===== config.mk =====
export PLATFORM = sky130hd
export DESIGN_NAME = x_multdiv_unit
export DESIGN_NICKNAME = d
export VERILOG_FILES = /design/src/rtl/multdiv_pkg.sv /design/src/rtl/multdiv_datapath.sv /design/src/rtl/x_multdiv_unit.sv
export SDC_FILE = /design/constraint.sdc
export NUM_CORES = 1
export LEC_CHECK = 0
export BUFFER_PORTS_ARGS = -buffer_cell sky130_fd_sc_hd__buf_2
export CELL_PAD_IN_SITES_DETAIL_PLACEMENT = 0
export CELL_PAD_IN_SITES_GLOBAL_PLACEMENT = 2
export CORE_MARGIN = 1
export CORE_UTILIZATION = 36
export CTS_BUF_LIST = sky130_fd_sc_hd__clkbuf_16
export DETAILED_ROUTE_END_ITERATION = 12
export PLACE_DENSITY = 0.82
export SYNTH_ARGS = -nofsm -noshare
export SYNTH_HDL_FRONTEND = slang
export SYNTH_SLANG_ARGS = --single-unit
export TNS_END_PERCENT = 1

===== constraint.sdc =====
create_clock -name clock -period 6.76 [get_ports clock]
set_clock_uncertainty 0.1 [all_clocks]
set_input_delay 2.028 -clock clock [delete_from_list [all_inputs] [get_ports clock]]
set_output_delay 2.028 -clock clock [all_outputs]
set_load 0.01 [all_outputs]

===== src/rtl/multdiv_pkg.sv =====
// Shared types and constants for the X-stage multiply/divide unit.
package multdiv_pkg;

  typedef enum logic [1:0] {
    IDLE = 2'd0,
    BUSY = 2'd1,
    DONE = 2'd2
  } state_t;

  localparam logic [4:0] MUL_OP_DEFAULT = 5'b00110;
  localparam logic [4:0] DIV_OP_DEFAULT = 5'b00111;
  localparam logic [4:0] OPCODE_RTYPE   = 5'b00000;

  localparam int OPCODE_HI = 31;
  localparam int OPCODE_LO = 27;
  localparam int RD_HI     = 26;
  localparam int RD_LO     = 22;
  localparam int ALUOP_HI  = 6;
  localparam int ALUOP_LO  = 2;

endpackage


===== src/rtl/multdiv_datapath.sv =====
// Unsigned radix-2 iteration engine: shift-add multiply or restoring divide.
// {hi,lo} holds the running product; for divide hi is the remainder and lo the quotient.
module multdiv_datapath #(
  parameter int WIDTH = 32
) (
  input  logic               clock,
  input  logic               reset,
  input  logic               load,
  input  logic               step,
  input  logic               op_div,
  input  logic [WIDTH-1:0]   load_lo,
  input  logic [WIDTH-1:0]   load_b,
  output logic [2*WIDTH-1:0] prod,
  output logic [WIDTH-1:0]   quot
);

  logic [WIDTH-1:0] hi, lo, b_q;
  logic [WIDTH:0]   sum, add_vec, rem_sh, diff;
  logic             fits;
  logic             unused_diff_msb;

  always_comb begin
    sum     = {1'b0, hi} + {1'b0, b_q};
    add_vec = lo[0] ? sum : {1'b0, hi};
    rem_sh  = {hi, lo[WIDTH-1]};
    diff    = rem_sh - {1'b0, b_q};
    fits    = (rem_sh >= {1'b0, b_q});
  end

  // remainder stays below the divisor, so the top bit of diff is always zero when kept
  assign unused_diff_msb = diff[WIDTH];

  always_ff @(posedge clock or posedge reset) begin
    if (reset) begin
      hi  <= '0;
      lo  <= '0;
      b_q <= '0;
    end else if (load) begin
      hi  <= '0;
      lo  <= load_lo;
      b_q <= load_b;
    end else if (step) begin
      if (op_div) begin
        hi <= fits ? diff[WIDTH-1:0] : rem_sh[WIDTH-1:0];
        lo <= {lo[WIDTH-2:0], fits};
      end else begin
        hi <= add_vec[WIDTH:1];
        lo <= {add_vec[0], lo[WIDTH-1:1]};
      end
    end
  end

  assign prod = {hi, lo};
  assign quot = lo;

endmodule


===== src/rtl/x_multdiv_unit.sv =====
// Multi-cycle signed multiply/divide in the execute stage; stalls upstream while busy.
// Optional build macro MULTDIV_ZERO_SKIP_EN: zero-operand operations finish in one cycle.
module x_multdiv_unit
  import multdiv_pkg::*;
#(
  parameter int         WIDTH  = 32,
  parameter logic [4:0] MUL_OP = MUL_OP_DEFAULT,
  parameter logic [4:0] DIV_OP = DIV_OP_DEFAULT
) (
  input  logic             clock,
  input  logic             reset,
  input  logic             flush,
  input  logic [31:0]      in_ir,
  input  logic [WIDTH-1:0] in_a,
  input  logic [WIDTH-1:0] in_b,
  output logic             stall,
  output logic             result_valid,
  output logic [WIDTH-1:0] result,
  output logic [4:0]       result_rd,
  output logic             exception
);

  localparam int CW = $clog2(WIDTH) + 1;

  state_t           state, state_nxt;
  logic [CW-1:0]    count;
  logic             neg_q, op_div_q, exc_force_q;
  logic [4:0]       rd_q;
  logic [WIDTH-1:0] result_q;

  logic [4:0]         opcode, alu_op;
  logic               is_mul, is_div, start, div_zero, fast_zero, skip;
  logic [WIDTH-1:0]   abs_a, abs_b, load_lo, load_b;
  logic [2*WIDTH-1:0] prod, prod_signed;
  logic [WIDTH-1:0]   quot, quot_signed, final_res;
  logic               mul_ovf, final_exc, in_done;
  logic               unused_ir;

  assign opcode    = in_ir[OPCODE_HI:OPCODE_LO];
  assign alu_op    = in_ir[ALUOP_HI:ALUOP_LO];
  assign unused_ir = ^{in_ir[RD_LO-1:ALUOP_HI+1], in_ir[ALUOP_LO-1:0]};

  assign is_mul   = (opcode == OPCODE_RTYPE) && (alu_op == MUL_OP);
  assign is_div   = (opcode == OPCODE_RTYPE) && (alu_op == DIV_OP);
  assign start    = (state == IDLE) && !flush && (is_mul || is_div);
  assign div_zero = is_div && (in_b == '0);

`ifdef MULTDIV_ZERO_SKIP_EN
  assign fast_zero = (is_mul && ((in_a == '0) || (in_b == '0))) ||
                     (is_div && (in_a == '0) && (in_b != '0));
`else
  assign fast_zero = 1'b0;
`endif

  assign skip  = div_zero || fast_zero;
  assign abs_a = in_a[WIDTH-1] ? -in_a : in_a;
  assign abs_b = in_b[WIDTH-1] ? -in_b : in_b;

  // skipped operations load zeros so the DONE fix-up naturally yields 0
  always_comb begin
    load_lo = '0;
    load_b  = '0;
    if (!skip) begin
      load_lo = is_div ? abs_a : abs_b;
      load_b  = is_div ? abs_b : abs_a;
    end
  end

  multdiv_datapath #(.WIDTH(WIDTH)) u_datapath (
    .clock   (clock),
    .reset   (reset),
    .load    (start),
    .step    (state == BUSY),
    .op_div  (op_div_q),
    .load_lo (load_lo),
    .load_b  (load_b),
    .prod    (prod),
    .quot    (quot)
  );

  always_comb begin
    state_nxt = state;
    case (state)
      IDLE:    if (start) state_nxt = skip ? DONE : BUSY;
      BUSY:    if (count == CW'(WIDTH - 1)) state_nxt = DONE;
      DONE:    state_nxt = IDLE;
      default: state_nxt = IDLE;
    endcase
    if (flush) state_nxt = IDLE;
  end

  always_comb begin
    prod_signed = neg_q ? -prod : prod;
    quot_signed = neg_q ? -quot : quot;
    mul_ovf     = !((&prod_signed[2*WIDTH-1:WIDTH-1]) || !(|prod_signed[2*WIDTH-1:WIDTH-1]));
    final_res   = op_div_q ? quot_signed : prod_signed[WIDTH-1:0];
    final_exc   = exc_force_q || (!op_div_q && mul_ovf);
  end

  always_ff @(posedge clock or posedge reset) begin
    if (reset) begin
      state       <= IDLE;
      count       <= '0;
      neg_q       <= 1'b0;
      op_div_q    <= 1'b0;
      exc_force_q <= 1'b0;
      rd_q        <= '0;
      result_q    <= '0;
    end else begin
      state <= state_nxt;
      if (start) begin
        count       <= '0;
        neg_q       <= in_a[WIDTH-1] ^ in_b[WIDTH-1];
        op_div_q    <= is_div;
        exc_force_q <= div_zero;
        rd_q        <= in_ir[RD_HI:RD_LO];
      end else if (state == BUSY) begin
        count <= count + CW'(1);
      end
      if (in_done) result_q <= final_res;
    end
  end

  assign in_done      = (state == DONE);
  assign result_valid = in_done && !flush;
  assign exception    = result_valid && final_exc;
  assign result       = in_done ? final_res : result_q;
  assign result_rd    = rd_q;
  // reset also masks the combinational start path so stall reads 0 throughout reset
  assign stall        = (start || (state == BUSY)) && !reset;

endmodule

# Word level (Yosys, flattened, before mapping)
# Index checks and enable logic that the tools add are counted.
[classes]
n_reduce_logical = 25
addsub = 7
eq_ne = 7
n_bitwise = 1
n_lt_le_gt_ge = 1
mux = 25
[ops]
columns = ["operator", "n"]
rows = [
  ["$mux W32", 16],
  ["$neg A32 Y32", 3],
  ["$mux W64", 1],
  ["$neg A64 Y64", 1],
  ["$add A32 B32 Y33", 1],
  ["$ge A33 B32 Y1", 1],
  ["$mux W33", 1],
  ["$reduce_and A33 Y1", 1],
  ["$reduce_or A33 Y1", 1],
  ["$logic_not A32 Y1", 1],
  ["$sub A32 B32 Y32", 1],
  ["$mux W6", 2],
  ["$eq A5 B3 Y1 const B", 2],
  ["$logic_and A1 B1 Y1", 9],
  ["$mux W2", 4],
  ["$add A6 B1 Y6 const B", 1],
  ["$eq A6 B5 Y1 const B", 1],
  ["$ne A3 B3 Y1 const B", 2],
  ["$logic_not A1 Y1", 5],
  ["$logic_not A5 Y1", 1],
  ["$logic_or A1 B1 Y1", 4],
  ["$pmux W2 S2", 1],
  ["$eq A2 B1 Y1 const B", 1],
  ["$eq A2 B2 Y1 const B", 1],
  ["4 further kinds", 4],
]
[word_totals]
ff_bits = 144
wordCells = 76
input_bits = 99
out_inout_bits = 40

# Depth between registers and ports, before layout
# Gate-level depths: netlist of the first run.
[depth]
depth_word = 9
ltp_mapped = 14
mapped_depth_nobuf = 13

# Hierarchy
# Synthesis of the first run repeated with hierarchy kept, for this count alone.
[unflattened]
cells_unflattened = 2154
area_unflattened_um2 = 15812.7
[by_module_without_submodules]
columns = ["mod", "area_per_inst_um2", "cells_per_inst", "instances", "seq_area_each_um2"]
rows = [
  ["multdiv_datapath", 8918.6, 1154, 1, 2402.3],
  ["x_multdiv_unit", 6894.1, 1000, 1, 1201.2],
]

# Worst setup path before layout of the first run
# OpenSTA, ideal clock, no wires.
[synth_path]
kind = "input-to-output"
from = "in in_ir[27]"
to = "out stall"
setup_slack_ps = 883
path_buffers = 1
path_stages = 7
arrival_ps = 3749
required_time_ps = 4632
path_cell_list = "or4_1 -> nor3_1 -> nand4b_1 -> nor4_1 -> nor2_1 -> clkbuf_1 -> nor2_1"
[synth_via]
elab_chain_cells = 6
word_cells_on_any_way = 7
cone_classes = "reduce/logical (7)"
[synth_rtl]
columns = ["item", "line", "text"]
rows = [
  ["from (decl)", "x_multdiv_unit.sv:13", "input logic [31:0] in_ir,"],
  ["$logic_not A5 Y1 *", "x_multdiv_unit.sv:43, x_multdiv_unit.sv:44", ""],
  ["$logic_and A1 B1 Y1 (on tied branches)", "x_multdiv_unit.sv:43, x_multdiv_unit.sv:44", ""],
  ["$logic_or A1 B1 Y1 *", "x_multdiv_unit.sv:45", "assign start = (state == IDLE) && !flush && (is_mul || is_div);"],
  ["$logic_and A1 B1 Y1 *", "x_multdiv_unit.sv:45", ""],
  ["$logic_or A1 B1 Y1 *", "x_multdiv_unit.sv:130", "assign stall = (start || (state == BUSY)) && !reset;"],
  ["$logic_and A1 B1 Y1 *", "x_multdiv_unit.sv:130", ""],
  ["to (decl)", "x_multdiv_unit.sv:16", "output logic stall,"],
]
# Mark *: on every way between the ends. The rest lies on a longest branch, timed or not.

# Final worst setup path of the first run
[layout_path]
from = "reg u_datapath.lo[19] (netlist: u_datapath.quot[19])"
to = "out exception"
[layout_via]
elab_chain_cells = 9
word_cells_on_any_way = 10
cone_classes = "add/sub (1); mux (1); reduce/logical (8)"
[layout_rtl]
columns = ["item", "line", "text"]
rows = [
  ["from (decl)", "multdiv_datapath.sv:17", "logic [WIDTH-1:0] hi, lo, b_q;"],
  ["from (signal assigned)", "multdiv_datapath.sv:40", "lo <= load_lo;"],
  ["from (signal assigned)", "multdiv_datapath.sv:45", "lo <= {lo[WIDTH-2:0], fits};"],
  ["from (signal assigned)", "multdiv_datapath.sv:48", "lo <= {add_vec[0], lo[WIDTH-1:1]};"],
  ["$neg A64 Y64 *", "x_multdiv_unit.sv:93", "prod_signed = neg_q ? -prod : prod;"],
  ["$mux W64 *", "x_multdiv_unit.sv:93", ""],
  ["$reduce_or A33 Y1", "x_multdiv_unit.sv:95", "mul_ovf = !((&prod_signed[2*WIDTH-1:WIDTH-1]) || !(|prod_signed[2*WIDTH-1:WIDTH-1]));"],
  ["$logic_not A1 Y1", "x_multdiv_unit.sv:95", ""],
  ["$logic_or A1 B1 Y1 *", "x_multdiv_unit.sv:95", ""],
  ["$logic_not A1 Y1 *", "x_multdiv_unit.sv:95", ""],
  ["$logic_and A1 B1 Y1 *", "x_multdiv_unit.sv:97", "final_exc = exc_force_q || (!op_div_q && mul_ovf);"],
  ["$logic_or A1 B1 Y1 *", "x_multdiv_unit.sv:97", ""],
  ["$logic_and A1 B1 Y1 *", "x_multdiv_unit.sv:126", "assign exception = result_valid && final_exc;"],
  ["to (decl)", "x_multdiv_unit.sv:20", "output logic exception"],
]
# Marked as above.

==> results.md, run 1 <==
* Period Utilization, post-route at 0.974
* Mapped Area at 0.0142 sq mm
* Peak VDD IR at 0.000107 V
* Cell Chain, Critical Path: or4_4 -> or4b_1 -> or3_1 -> buf_4 -> nor3_1 -> mux2i_1 -> a31oi_1 -> nor4_1 -> a41o_1 -> a2111oi_1 -> buf_2
* Hold_sp: result_rd[4]$_DFFE_PP0P_
* # DRC at 0
* GRT Overall Usage at 0.264
* Power Dens Cells at 223 mW/mm^2
* Initial antenna violation count at 2
* Synth Instances at 1876
* Setup bufs post-CTS at 0
* Crit-path max cell delay at 0.60 ns
* CP top delay family: simple AND/OR/NAND/NOR gates
* Part of the power in the clock network at 0.275
* Initial drt markers at 1314
* DRT Wirelength at 53500 um
* Yosys cell types at 79
* F_max at 0.152 GHz
* Flop pwr share at 0.297
* Syn. warnings at 0
* Worst Hold Path EP: result_rd[4]$_DFFE_PP0P_
* Io pins at 139
* Starting Density at 0.366
* Arr. time, crit path at 4.45 ns
* Clock insertion delay at the later pin of the skew report at 0.46 ns
* Worst rel slew slack at 0.211
* CP max-delay cell: or4_4
* Die span in x at 201 um
* Internal Power at 2.01 mW
* Post-synth ARST share at 1.00
* Pins over their slew limit at 0
* Reg2Reg Depth at 9
* Placed Instances at 2418
* Tightest Pin Transition at 1.18 ns
* Worst hold path depth at 2
* First-pass GRT wire length at 82500 um
* Htree depth at 4
* Drt wl/cell at 21.8 um
* Comb pwr share at 0.428
* Max clock buf depth at 2
* Switching share of power at 0.433
* Synthesized flop and latch total at 144
* DR pass1 iterations at 5
* Max-cap violations at 0
* Placer Congestion at 0.928
* Num Clock Sinks at 144
* Pleak at 7.13 nW
* Setup slack, reg-to-reg at 2.28 ns
* Reg clk slew, reported paths at 0.07 ns
* Core Box Area at 0.0388 sq mm
* CP startpoint kind: flop
* Placement Rows at 72
* CTS root buffer: clkbuf_16
* Worst r2r src: u_datapath.hi[19]$_DFFE_PP0N_
* Reg-to-Reg End: u_datapath.hi[6]$_DFFE_PP0N_
* Crit Path Max Fanout at 10
* Layout cell share with drive strength beyond 1 at 0.119
* ANT nets after route at 0
* Required @ worst endpoint at 4.63 ns
* NetSw at 1.53 mW
* Nets at 2088
* Vias per cell at 5.93
* TNS Setup at 0 ns
* Worst setup EP type: output pin
* Finished Layout Cells at 2451
* RSZ-0062 raised after global routing: false
* Synth Flop Type: dfrtp_1
* Final setup viols at 0
* Final core occ at 0.409
* Largest net degree at the start of global routing at 73
* Die height at 201 um
* Mean post-synth cell area at 7.57 sq um
* Total number of vias at 14500
* CTS buffer count at 17
* Post-synth EDFFs at 0
* CP bufs+invs at 2
* CTS tree: built
* Syn_nets at 2045
* Hold Violations, Final at 0
* Run status: finished clean
* Worst hold path type: reg2reg
* Number of global-route vias before repair at 13600
* Dpl hpwl at 40700 um
* Grt total ovfl at 0
* Post-synthesis sequential area ratio at 0.254
* Area of the die at 0.0403 sq mm
* P&R area growth vs syn at 11.7%
* # port buffers at 121
* WS Path Type: reg2out
* Fin crit period at 6.58 ns
Yosys cell counts, types with 10 or more instances:
library cell,number,share of area
nor2_1,168,0.044
xnor2_1,78,0.048
xor2_1,88,0.054
nand4_1,24,0.011
nor4_1,29,0.013
a31oi_1,39,0.017
ha_1,68,0.060
nor2b_1,13,0.0057
mux2i_1,47,0.033
a21o_1,34,0.018
o31ai_1,41,0.022
a211oi_1,23,0.012
nand2_1,184,0.049
or4_1,23,0.012
nand3_1,54,0.019
o211ai_1,27,0.014
and3_1,14,0.0062
o21ai_0,186,0.066
or2_2,10,0.0044
or3_1,26,0.011
a21oi_1,134,0.047
clkbuf_1,126,0.033
dfrtp_1,144,0.25
o41ai_1,28,0.017
nand2b_1,10,0.0044
inv_1,64,0.017
nor3_1,33,0.012
state kept, by name, indices dropped and copies added (netlist names), 2 cells and up:
name,cells
u_datapath.quot,32
u_datapath.hi,32
u_datapath.b_q,32
result_q,32
state,2
count,6
result_rd,5
power by group through the flow:
stage	Combinational (mW)	Sequential [mW]	Clock, mW
global route	1.66	1.06	1.03
floorplan	1.08	1.00	0
global placement	1.48	1.06	0
detailed placement	1.48	1.07	0
finish	1.52	1.05	0.973
CTS	1.49	1.05	0.997
cell usage in the layout, fill, tap and decap left out, types with 7 or more instances in the layout:
| cell | Yosys | routed |
|---|---|---|
| a211oi_1 | 23 | 23 |
| a21o_1 | 34 | 34 |
| a21oi_1 | 134 | 134 |
| a221oi_1 | 7 | 7 |
| a31oi_1 | 39 | 39 |
| a32o_1 | 7 | 7 |
| and2_1 | 9 | 9 |
| and3_1 | 14 | 14 |
| buf_2 | 4 | 121 |
| buf_4 | 1 | 42 |
| clkbuf_16 | 0 | 17 |
| dfrtp_1 | 144 | 142 |
| ha_1 | 68 | 68 |
| inv_1 | 64 | 63 |
| mux2i_1 | 47 | 47 |
| nand2_1 | 184 | 183 |
| nand2b_1 | 10 | 8 |
| nand3_1 | 54 | 54 |
| nand3b_1 | 9 | 9 |
| nand4_1 | 24 | 24 |
| nor2_1 | 168 | 167 |
| nor2b_1 | 13 | 13 |
| nor3_1 | 33 | 33 |
| nor4_1 | 29 | 27 |
| o211a_1 | 7 | 7 |
| o211ai_1 | 27 | 27 |
| o21a_1 | 8 | 8 |
| o21ai_0 | 186 | 186 |
| o21bai_1 | 9 | 9 |
| o31ai_1 | 41 | 41 |
| o41ai_1 | 28 | 28 |
| or2_2 | 10 | 10 |
| or3_1 | 26 | 26 |
| or4_1 | 23 | 22 |
| xnor2_1 | 78 | 78 |
| xor2_1 | 88 | 88 |
layout make-up:
type	count	area, sq um
fillers	4091	23000
multi-input cells	1529	9850
flip-flops and latches	144	3610
repair buffers	163	921
well taps	518	648
clock buffers	17	425
inverters	64	245
clock inverters	15	170
diodes	1	2.50
worst max path at each step:
stage	start	endpoint	slack [ns]	cells past startpoint
finish	u_datapath.quot[19]$_DFFE_PP0N_	exception	0.18	11
global route	u_datapath.quot[3]$_DFFE_PP0N_	exception	0.04	11
CTS	u_datapath.quot[19]$_DFFE_PP0N_	exception	0.19	11
detailed placement	u_datapath.hi[12]$_DFFE_PP0N_	exception	0.51	11
global placement	u_datapath.hi[12]$_DFFE_PP0N_	exception	0.42	11
floorplan	reset	count[0]$_DFFE_PP0N_	0.77	1
routing by layer:
layer	track usage	vias to the layer above	wire, um
li1	-	6993	-
met1	0.387	7020	25800
met2	0.407	450	23600
met3	0.0297	64	2970
met4	0.0736	0	1200
met5	0	-	0
through the flow:
step	area [sq um]	hold slack (ns)	worst slack, ns	power [mW]
4_1_cts	15900	0.376	0.189	3.54
3_5_place_dp	15300	0.358	0.510	2.55
2_1_floorplan	14200	0.375	0.766	2.08
6_report	15900	0.375	0.179	3.54
3_3_place_gp	15300	0.357	0.423	2.54
5_1_grt	15900	0.397	0.0425	3.75
cell families (layout without fill, tap and decap cells):
family,count (synthesis),after routing,synth area share
simple gates,627,627,0.214
compound gates,614,614,0.275
buf+inv,203,259,0.0553
xor+xnor,166,166,0.102
flops,144,144,0.254
fa+ha+maj,70,70,0.0627
mux,52,52,0.0371
other cells,0,1,0
timing repair:
item                                    4_1_cts  5_1_grt
gates resized for setup                       1        0
endpoints found under the setup margin        1        0
hold endpoints to repair                      0        0
hold buffers                                  0        0
worst register-to-register path, stage by stage (launching register included):
cell      delay [ns]
dfrtp_1         0.73
ha_1            0.43
a21oi_1         0.21
o21ai_0         0.15
a221oi_1        0.58
a21boi_0        0.41
nor2_1          0.99
buf_4           0.36
o211ai_1        0.13
a32o_1          0.27
(Power assumes the default switching activity.)
==> run 2: changes to the inputs <==
--- a/config.mk
+++ b/config.mk
@@ -5,11 +5,12 @@
 export SDC_FILE = /design/constraint.sdc
 export NUM_CORES = 1
 export LEC_CHECK = 0
+export ABC_AREA = 1
 export BUFFER_PORTS_ARGS = -buffer_cell sky130_fd_sc_hd__buf_2
 export CELL_PAD_IN_SITES_DETAIL_PLACEMENT = 0
 export CELL_PAD_IN_SITES_GLOBAL_PLACEMENT = 2
 export CORE_MARGIN = 1
-export CORE_UTILIZATION = 36
+export CORE_UTILIZATION = 33
 export CTS_BUF_LIST = sky130_fd_sc_hd__clkbuf_16
 export DETAILED_ROUTE_END_ITERATION = 12
 export PLACE_DENSITY = 0.82
==> results.md, run 2 <==
* Fin crit period at 5.58 ns (-0.999 ns)
* Finished Layout Cells at 3153 (+29%)
* Vias per cell at 5.24 (-12%)
* Hold Violations, Final at 0 (unchanged)
* Core Box Area at 0.0455 sq mm (+17%)
* # DRC at 0 (unchanged)
* Worst setup EP type: output pin
* Die height at 217 um (+8.1%)
* NetSw at 1.55 mW (+1.2%)
* Commonest non-fill, non-tap cell in the layout: nand2_1
* Internal Power at 1.94 mW (-3.4%)
* Power Dens Cells at 206 mW/mm^2 (-7.9%)
* Synth Flop Type: dfrtp_1
* Post-synth ARST share at 1.00 (unchanged)
* Arr. time, crit path at 3.45 ns (-1.00 ns)
* Number of global-route vias before repair at 15200 (+12%)
* Num Clock Sinks at 144 (unchanged)
* Commonest non-fill, non-tap cells in the layout: nand2_1, nor2_1, inv_1, o21ai_0, nand3_1
* DR pass1 iterations at 5 (unchanged)
* Clock insertion delay at the later pin of the skew report at 0.48 ns (+0.02 ns)
* Switching share of power at 0.444 (+0.0115)
* Post-CTS Resized at 0 (-1)
* Synthesized flop and latch total at 144 (unchanged)
* Nets at 2710 (+30%)
* Initial drt markers at 1363 (+3.7%)
* Synth Instances at 2459 (+31%)
* Peak VDD IR at 0.000215 V (+100%)
* Starting Density at 0.335 (-0.0306)
* Comb pwr share at 0.407 (-0.021)
* ANT nets after route at 0 (unchanged)
* # port buffers at 121 (unchanged)
* Yosys cell types at 62 (-22%)
* CTS tree: built
* Most instantiated cells after synthesis: nand2_1, nor2_1, inv_1
* Mapped Area at 0.0152 sq mm (+7.3%)
* Syn. warnings at 0 (unchanged)
* Reg clk slew, reported paths at 0.06 ns (about the same)
* Part of the power in the clock network at 0.265 (-0.010)
* Tightest Pin Transition at 1.02 ns (-0.159 ns)
* Period Utilization, post-route at 0.826 (-0.148)
* Drt wl/cell at 20.0 um (-8.2%)
* Layout cell share with drive strength beyond 1 at 0.0987 (-0.0203)
* CTS root buffer: clkbuf_16
* Die span in x at 217 um (+8.1%)
* Crit Path Max Fanout at 13 (+3)
* Area of the die at 0.0471 sq mm (+17%)
* TNS Setup at 0 ns (unchanged)
* P&R area growth vs syn at 11.4%
* Max-cap violations at 0 (unchanged)
* Final setup viols at 0 (unchanged)
* Max clock buf depth at 2 (unchanged)
* Yosys top cell by area: dfrtp_1
* Cts hold-fix bufs at 0 (unchanged)
* Grt total ovfl at 0 (unchanged)
* Placement Rows at 78 (+8.3%)
* RSZ-0062 raised after global routing: false
* WS Path Type: in2out
* # fillers at 5055 (+24%)
* Placer Congestion at 0.951 (+2.5%)
* Post-synth top area share at 0.236 (-0.0173)
* F_max at 0.179 GHz (+18%)
* Diodes inserted at 0 (-1)
* Synth area leaders: dfrtp_1, nand2_1, nor2_1
* Htree depth at 4 (unchanged)
* Worst rel slew slack at 0.317 (+0.106)
* Total number of vias at 16500 (+14%)
* Placed Instances at 3122 (+29%)
* GRT Overall Usage at 0.268 (+0.00352)
* Design area at 0.0170 sq mm (+7.0%)
* Setup bufs post-CTS at 0 (unchanged)
* Post-synthesis sequential area ratio at 0.236 (-0.0173)
* Io pins at 139 (unchanged)
* Flop pwr share at 0.329 (+0.032)
* Dpl hpwl at 52800 um (+30%)
* Worst hold path type: reg2reg
* CTS buffer count at 17 (unchanged)
* Required @ worst endpoint at 4.63 ns (about the same)
* Initial antenna violation count at 3 (+1)
* Run status: finished clean
* Post-synth EDFFs at 0 (unchanged)
* DRT Wirelength at 63200 um (+18%)
* Pleak at 8.25 nW (+16%)
* Pins over their slew limit at 0 (unchanged)
* First-pass GRT wire length at 94400 um (+14%)
* Largest net degree at the start of global routing at 77 (+5.5%)
* Placement Cell Area at 0.0164 sq mm (+7.7%)
* Syn_nets at 2628 (+29%)
* Mean post-synth cell area at 6.20 sq um (-18%)
* CP startpoint kind: input port
* Most common cell in the synthesized netlist: nand2_1
run 2: cell count changes in the layout (fill, tap and decap cells not counted), sizes merged, moves of 32 or more:
| cell | previous run | this run |
|---|---|---|
| inv | 72 | 275 |
| mux2i | 47 | 1 |
| nand2 | 184 | 659 |
| nor2 | 168 | 352 |
| o31ai | 41 | 1 |
| o21ai | 189 | 221 |
| xnor2 | 78 | 44 |
| nand3 | 54 | 167 |
run 2: area by class of cell:
type / count / area [sq um] / area share
Clock buffer: 17 / 425 / 0.0250
Clock inverter: 14 / 128 / 0.00751
Inverter: 274 / 1040 / 0.0611
Multi-Input combinational cell: 1965 / 10300 / 0.606
Sequential cell: 144 / 3610 / 0.212
Tap cell: 600 / 751 / 0.0442
Timing Repair Buffer: 139 / 741 / 0.0436
run 2: worst paths after layout:
kind,start,endpoint,slack (ns),depth (start not counted)
setup / recovery,in_ir[28],stall,1.18,10
hold / removal,result_rd[3]$_DFFE_PP0P_,result_rd[3]$_DFFE_PP0P_,0.38,2
setup reg to reg,u_datapath.b_q[29]$_DFFE_PP0P_,u_datapath.hi[20]$_DFFE_PP0N_,3.30,13
hold reg to reg,result_rd[3]$_DFFE_PP0P_,result_rd[3]$_DFFE_PP0P_,0.38,2
max in group asynchronous,reset,op_div_q$_DFFE_PP0P_,3.88,3
min in group asynchronous,reset,u_datapath.hi[26]$_DFFE_PP0N_,1.57,2
run 2: cells by family after synthesis:
| logic type | Yosys count | share of synthesized area |
|---|---|---|
| simple gates | 1274 | 0.358 |
| mux | 1 | 0.000656 |
| flops | 144 | 0.236 |
| fa+ha+maj | 70 | 0.0584 |
| buf+inv | 350 | 0.0889 |
| compound gates | 502 | 0.190 |
| xor+xnor | 118 | 0.0683 |
run 2: layer usage:
metal  share of wire  vias up  global-route usage  wire [um]
met3           0.049       52              0.0321       3070
li1                -     8291                   -          -
met2            0.43      466               0.404      27300
met1            0.50     7723               0.396      31500
met4           0.021        0              0.0749       1350
met5               0        -                   0          0
run 2: power groups by stage:
| stage | Clock, mW | Combinational [mW] | Sequential (mW) |
|---|---|---|---|
| 6_report | 0.926 | 1.42 | 1.15 |
| 5_1_grt | 0.975 | 1.59 | 1.16 |
| 4_1_cts | 0.949 | 1.41 | 1.14 |
| 3_5_place_dp | 0 | 1.41 | 1.15 |
| 3_3_place_gp | 0 | 1.40 | 1.15 |
| 2_1_floorplan | 0 | 1.00 | 1.06 |
run 2: worst max-delay path, cell delays in order:
cell	delay, ns
buf_2	0.09
nor2_1	0.15
nand3_1	0.09
nor3_1	0.23
nand3_1	0.12
buf_4	0.22
nand2_1	0.11
clkinv_1	0.17
nor2_1	0.11
buf_2	0.13
run 2: metrics by stage:
step	util	hold WS [ns]	power, mW	setup WS (ns)
after floorplan	-	0.371	2.06	0.766
after global placement	0.361	0.359	2.56	1.15
after detailed placement	0.361	0.364	2.56	1.15
after CTS	0.373	0.381	3.50	1.15
after global routing	0.373	0.405	3.72	1.04
final	0.373	0.380	3.49	1.18
==> run 3: changes to the inputs <==
--- a/config.mk
+++ b/config.mk
@@ -5,12 +5,12 @@
 export SDC_FILE = /design/constraint.sdc
 export NUM_CORES = 1
 export LEC_CHECK = 0
-export ABC_AREA = 1
+export ABC_AREA = 0
 export BUFFER_PORTS_ARGS = -buffer_cell sky130_fd_sc_hd__buf_2
 export CELL_PAD_IN_SITES_DETAIL_PLACEMENT = 0
 export CELL_PAD_IN_SITES_GLOBAL_PLACEMENT = 2
 export CORE_MARGIN = 1
-export CORE_UTILIZATION = 33
+export CORE_UTILIZATION = 36
 export CTS_BUF_LIST = sky130_fd_sc_hd__clkbuf_16
 export DETAILED_ROUTE_END_ITERATION = 12
 export PLACE_DENSITY = 0.82
==> constraint.sdc (replaced) <==
create_clock -name clock -period 5.33 [get_ports clock]
set_clock_uncertainty 0.1 [all_clocks]
set_input_delay 1.599 -clock clock [delete_from_list [all_inputs] [get_ports clock]]
set_output_delay 1.599 -clock clock [all_outputs]
set_load 0.01 [all_outputs]
==> results.md, run 3 (synthesized netlist as in run 1, its figures left out) <==
* Run status: finished, violations left
* Failing checks: antenna rules, setup timing
* Fin crit period at 5.76 ns
* Placement Rows at 72 (-7.7%)
* Pins over their slew limit at 0 (unchanged)
* Cell Chain, Critical Path: or4_4 -> or4b_4 -> or3_4 -> buf_4 -> o31ai_2 -> xor2_1 -> buf_4 -> nand3_1 -> nor4_2 -> a41o_1 -> a2111oi_2 -> buf_2
* Area of the die at 0.0403 sq mm (-14%)
* Dpl hpwl at 41900 um (-21%)
* Placed Instances at 2496 (-20%)
* Max clock buf depth at 2 (unchanged)
* DR pass1 iterations at 5 (unchanged)
* # port buffers at 121 (unchanged)
* DR top layer: met4
* Worst setup EP type: output pin
* Initial drt markers at 1310 (-3.9%)
* Hold_sp: result_rd[4]$_DFFE_PP0P_
* Commonest non-fill, non-tap cells in the layout: o21ai_0, nand2_1, nor2_1, dfrtp_1, a21oi_1
* PnR worst setup slack at -0.433 ns (-1.61 ns)
* Core Box Area at 0.0388 sq mm (-15%)
* Arr. time, crit path at 4.06 ns (+0.61 ns)
* DRT met1 WL at 25600 um (-19%)
* Hold Violations, Final at 0 (unchanged)
* Worst r2r src: u_datapath.quot[31]$_DFFE_PP0N_
* Power Dens Cells at 278 mW/mm^2 (+35%)
* Worst Hold Path EP: result_rd[4]$_DFFE_PP0P_
* Total number of vias at 14700 (-11%)
* Peak VDD IR at 0.000182 V (-16%)
* Worst hold path depth at 2 (unchanged)
* Dpl ws at -0.142 ns (-1.29 ns)
* CP startpoint kind: flop
* CTS buffer count at 17 (unchanged)
* Crit Path Max Fanout at 4 (-9)
* Flop pwr share at 0.271 (-0.058)
* Reg clk slew, reported paths at 0.07 ns (about the same)
* Tightest Pin Transition at 1.04 ns (+0.0147 ns)
* Nets at 2168 (-20%)
* CP max-delay cell: or4_4
* Part of the power in the clock network at 0.264 (about the same)
* Comb pwr share at 0.465 (+0.058)
* Number of global-route vias before repair at 13700 (-9.9%)
* DR WL met3 at 3480 um (+13%)
* Layout cell share with drive strength beyond 1 at 0.161 (+0.0618)
* Switching share of power at 0.421 (-0.0229)
* Clock insertion delay at the later pin of the skew report at 0.44 ns (-0.04 ns)
* Htree depth at 4 (unchanged)
* Required @ worst endpoint at 3.63 ns (-1.00 ns)
* Final setup viols at 1 (+1)
* ANT nets after route at 1 (+1)
* Setup slack, reg-to-reg at 1.24 ns (-2.06 ns)
* Internal Power at 2.66 mW (+37%)
* First-pass GRT wire length at 82600 um (-12%)
* Worst hold path type: reg2reg
* Worst rel slew slack at 0.310 (-0.00738)
* Reg-to-Reg End: u_datapath.hi[16]$_DFFE_PP0N_
* P&R area growth vs syn at 16.6%
* Starting Density at 0.366 (+0.0306)
* Pleak at 7.56 nW (-8.4%)
* DRT Wirelength at 54100 um (-14%)
* Grt total ovfl at 0 (unchanged)
* Io pins at 139 (unchanged)
* Die height at 201 um (-7.5%)
* Commonest non-fill, non-tap cell in the layout: o21ai_0
* CTS tree: built
* GRT Overall Usage at 0.266 (-0.00161)
* Finished Layout Cells at 2536 (-20%)
* Placer Congestion at 0.938 (-1.4%)
* Most Frequent Cell on Critical Path: buf_4
* Drt wl/cell at 21.3 um (+6.4%)
* # DRC at 0 (unchanged)
* WS Path Type: reg2out
* Met2 Wirelength at 23400 um (-14%)
* Max-cap violations at 0 (unchanged)
* NetSw at 1.94 mW (+25%)
* CTS root buffer: clkbuf_16
* F_max at 0.174 GHz
* Largest net degree at the start of global routing at 86 (+12%)
* Num Clock Sinks at 144 (unchanged)
* Period Utilization, post-route at 1.08
* TNS Setup at -0.433 ns (-0.433 ns)
* Initial antenna violation count at 1 (-2)
* Vias per cell at 5.79 (+10%)
* Die span in x at 201 um (-7.5%)
* # fillers at 3977 (-21%)
* Reg2Reg Depth at 14 (+1)
* RSZ-0062 raised after global routing: true
* Crit-path max cell delay at 0.56 ns (+0.33 ns)
## run 3: worst max path at each step
| stage | start | to | slack (ns) |
|---|---|---|---|
| after detailed placement | u_datapath.quot[19]$_DFFE_PP0N_ | exception | -0.14 |
| after CTS | u_datapath.quot[19]$_DFFE_PP0N_ | exception | -0.43 |
| final | u_datapath.quot[19]$_DFFE_PP0N_ | exception | -0.43 |
| after floorplan | u_datapath.quot[0]$_DFFE_PP0N_ | exception | 0.1 |
| after global placement | u_datapath.quot[19]$_DFFE_PP0N_ | exception | -0.17 |
| after global routing | u_datapath.quot[19]$_DFFE_PP0N_ | exception | -0.52 |
## run 3: power groups by stage
stage	logic (mW)	clock network (mW)	registers [mW]
CTS	2.10	1.24	1.24
finish	2.14	1.22	1.25
global placement	2.07	0	1.26
global route	2.33	1.28	1.26
detailed placement	2.08	0	1.27
floorplan	1.37	0	1.27
## run 3: worst max-delay path, delay by kind of cell, from the launching register on
kind	cells	cell delay [ns]
compound gates	3	0.91
simple gates	5	1.68
xor+xnor	1	0.10
flops	1	0.38
buf+inv	3	0.54
## run 3: cell type report
cell class	instances	area, sq um	share of cell area
multi-input cells	1529	9940	0.600
flip-flops and latches	144	3610	0.218
repair buffers	243	1530	0.0926
well taps	518	648	0.0391
clock buffers	17	425	0.0257
inverters	64	244	0.0147
clock inverters	15	146	0.00884
diodes	6	15.0	0.000906
## run 3: layer usage
| layer | global-route usage | up-vias |
|---|---|---|
| met5 | 0 | - |
| met4 | 0.0886 | 0 |
| met3 | 0.0443 | 67 |
| met2 | 0.399 | 455 |
| met1 | 0.384 | 7012 |
| li1 | - | 7137 |
## run 3: stage by stage
| stage | hold slack, ns | util | cell area, sq um | total power, mW |
|---|---|---|---|---|
| 2_1_floorplan | 0.375 | - | 14200 | 2.64 |
| 3_3_place_gp | 0.354 | 0.408 | 15900 | 3.33 |
| 3_5_place_dp | 0.358 | 0.408 | 15900 | 3.34 |
| 4_1_cts | 0.375 | 0.424 | 16500 | 4.58 |
| 5_1_grt | 0.397 | 0.426 | 16500 | 4.88 |
| 6_report | 0.368 | 0.427 | 16600 | 4.60 |
## run 3: what timing repair did
action,CTS,global route
setup endpoints to repair,2,2
buffers inserted,1,1
endpoints found under the hold margin,0,0
pin swaps,3,6
resized for setup,8,9
hold buffers,0,0
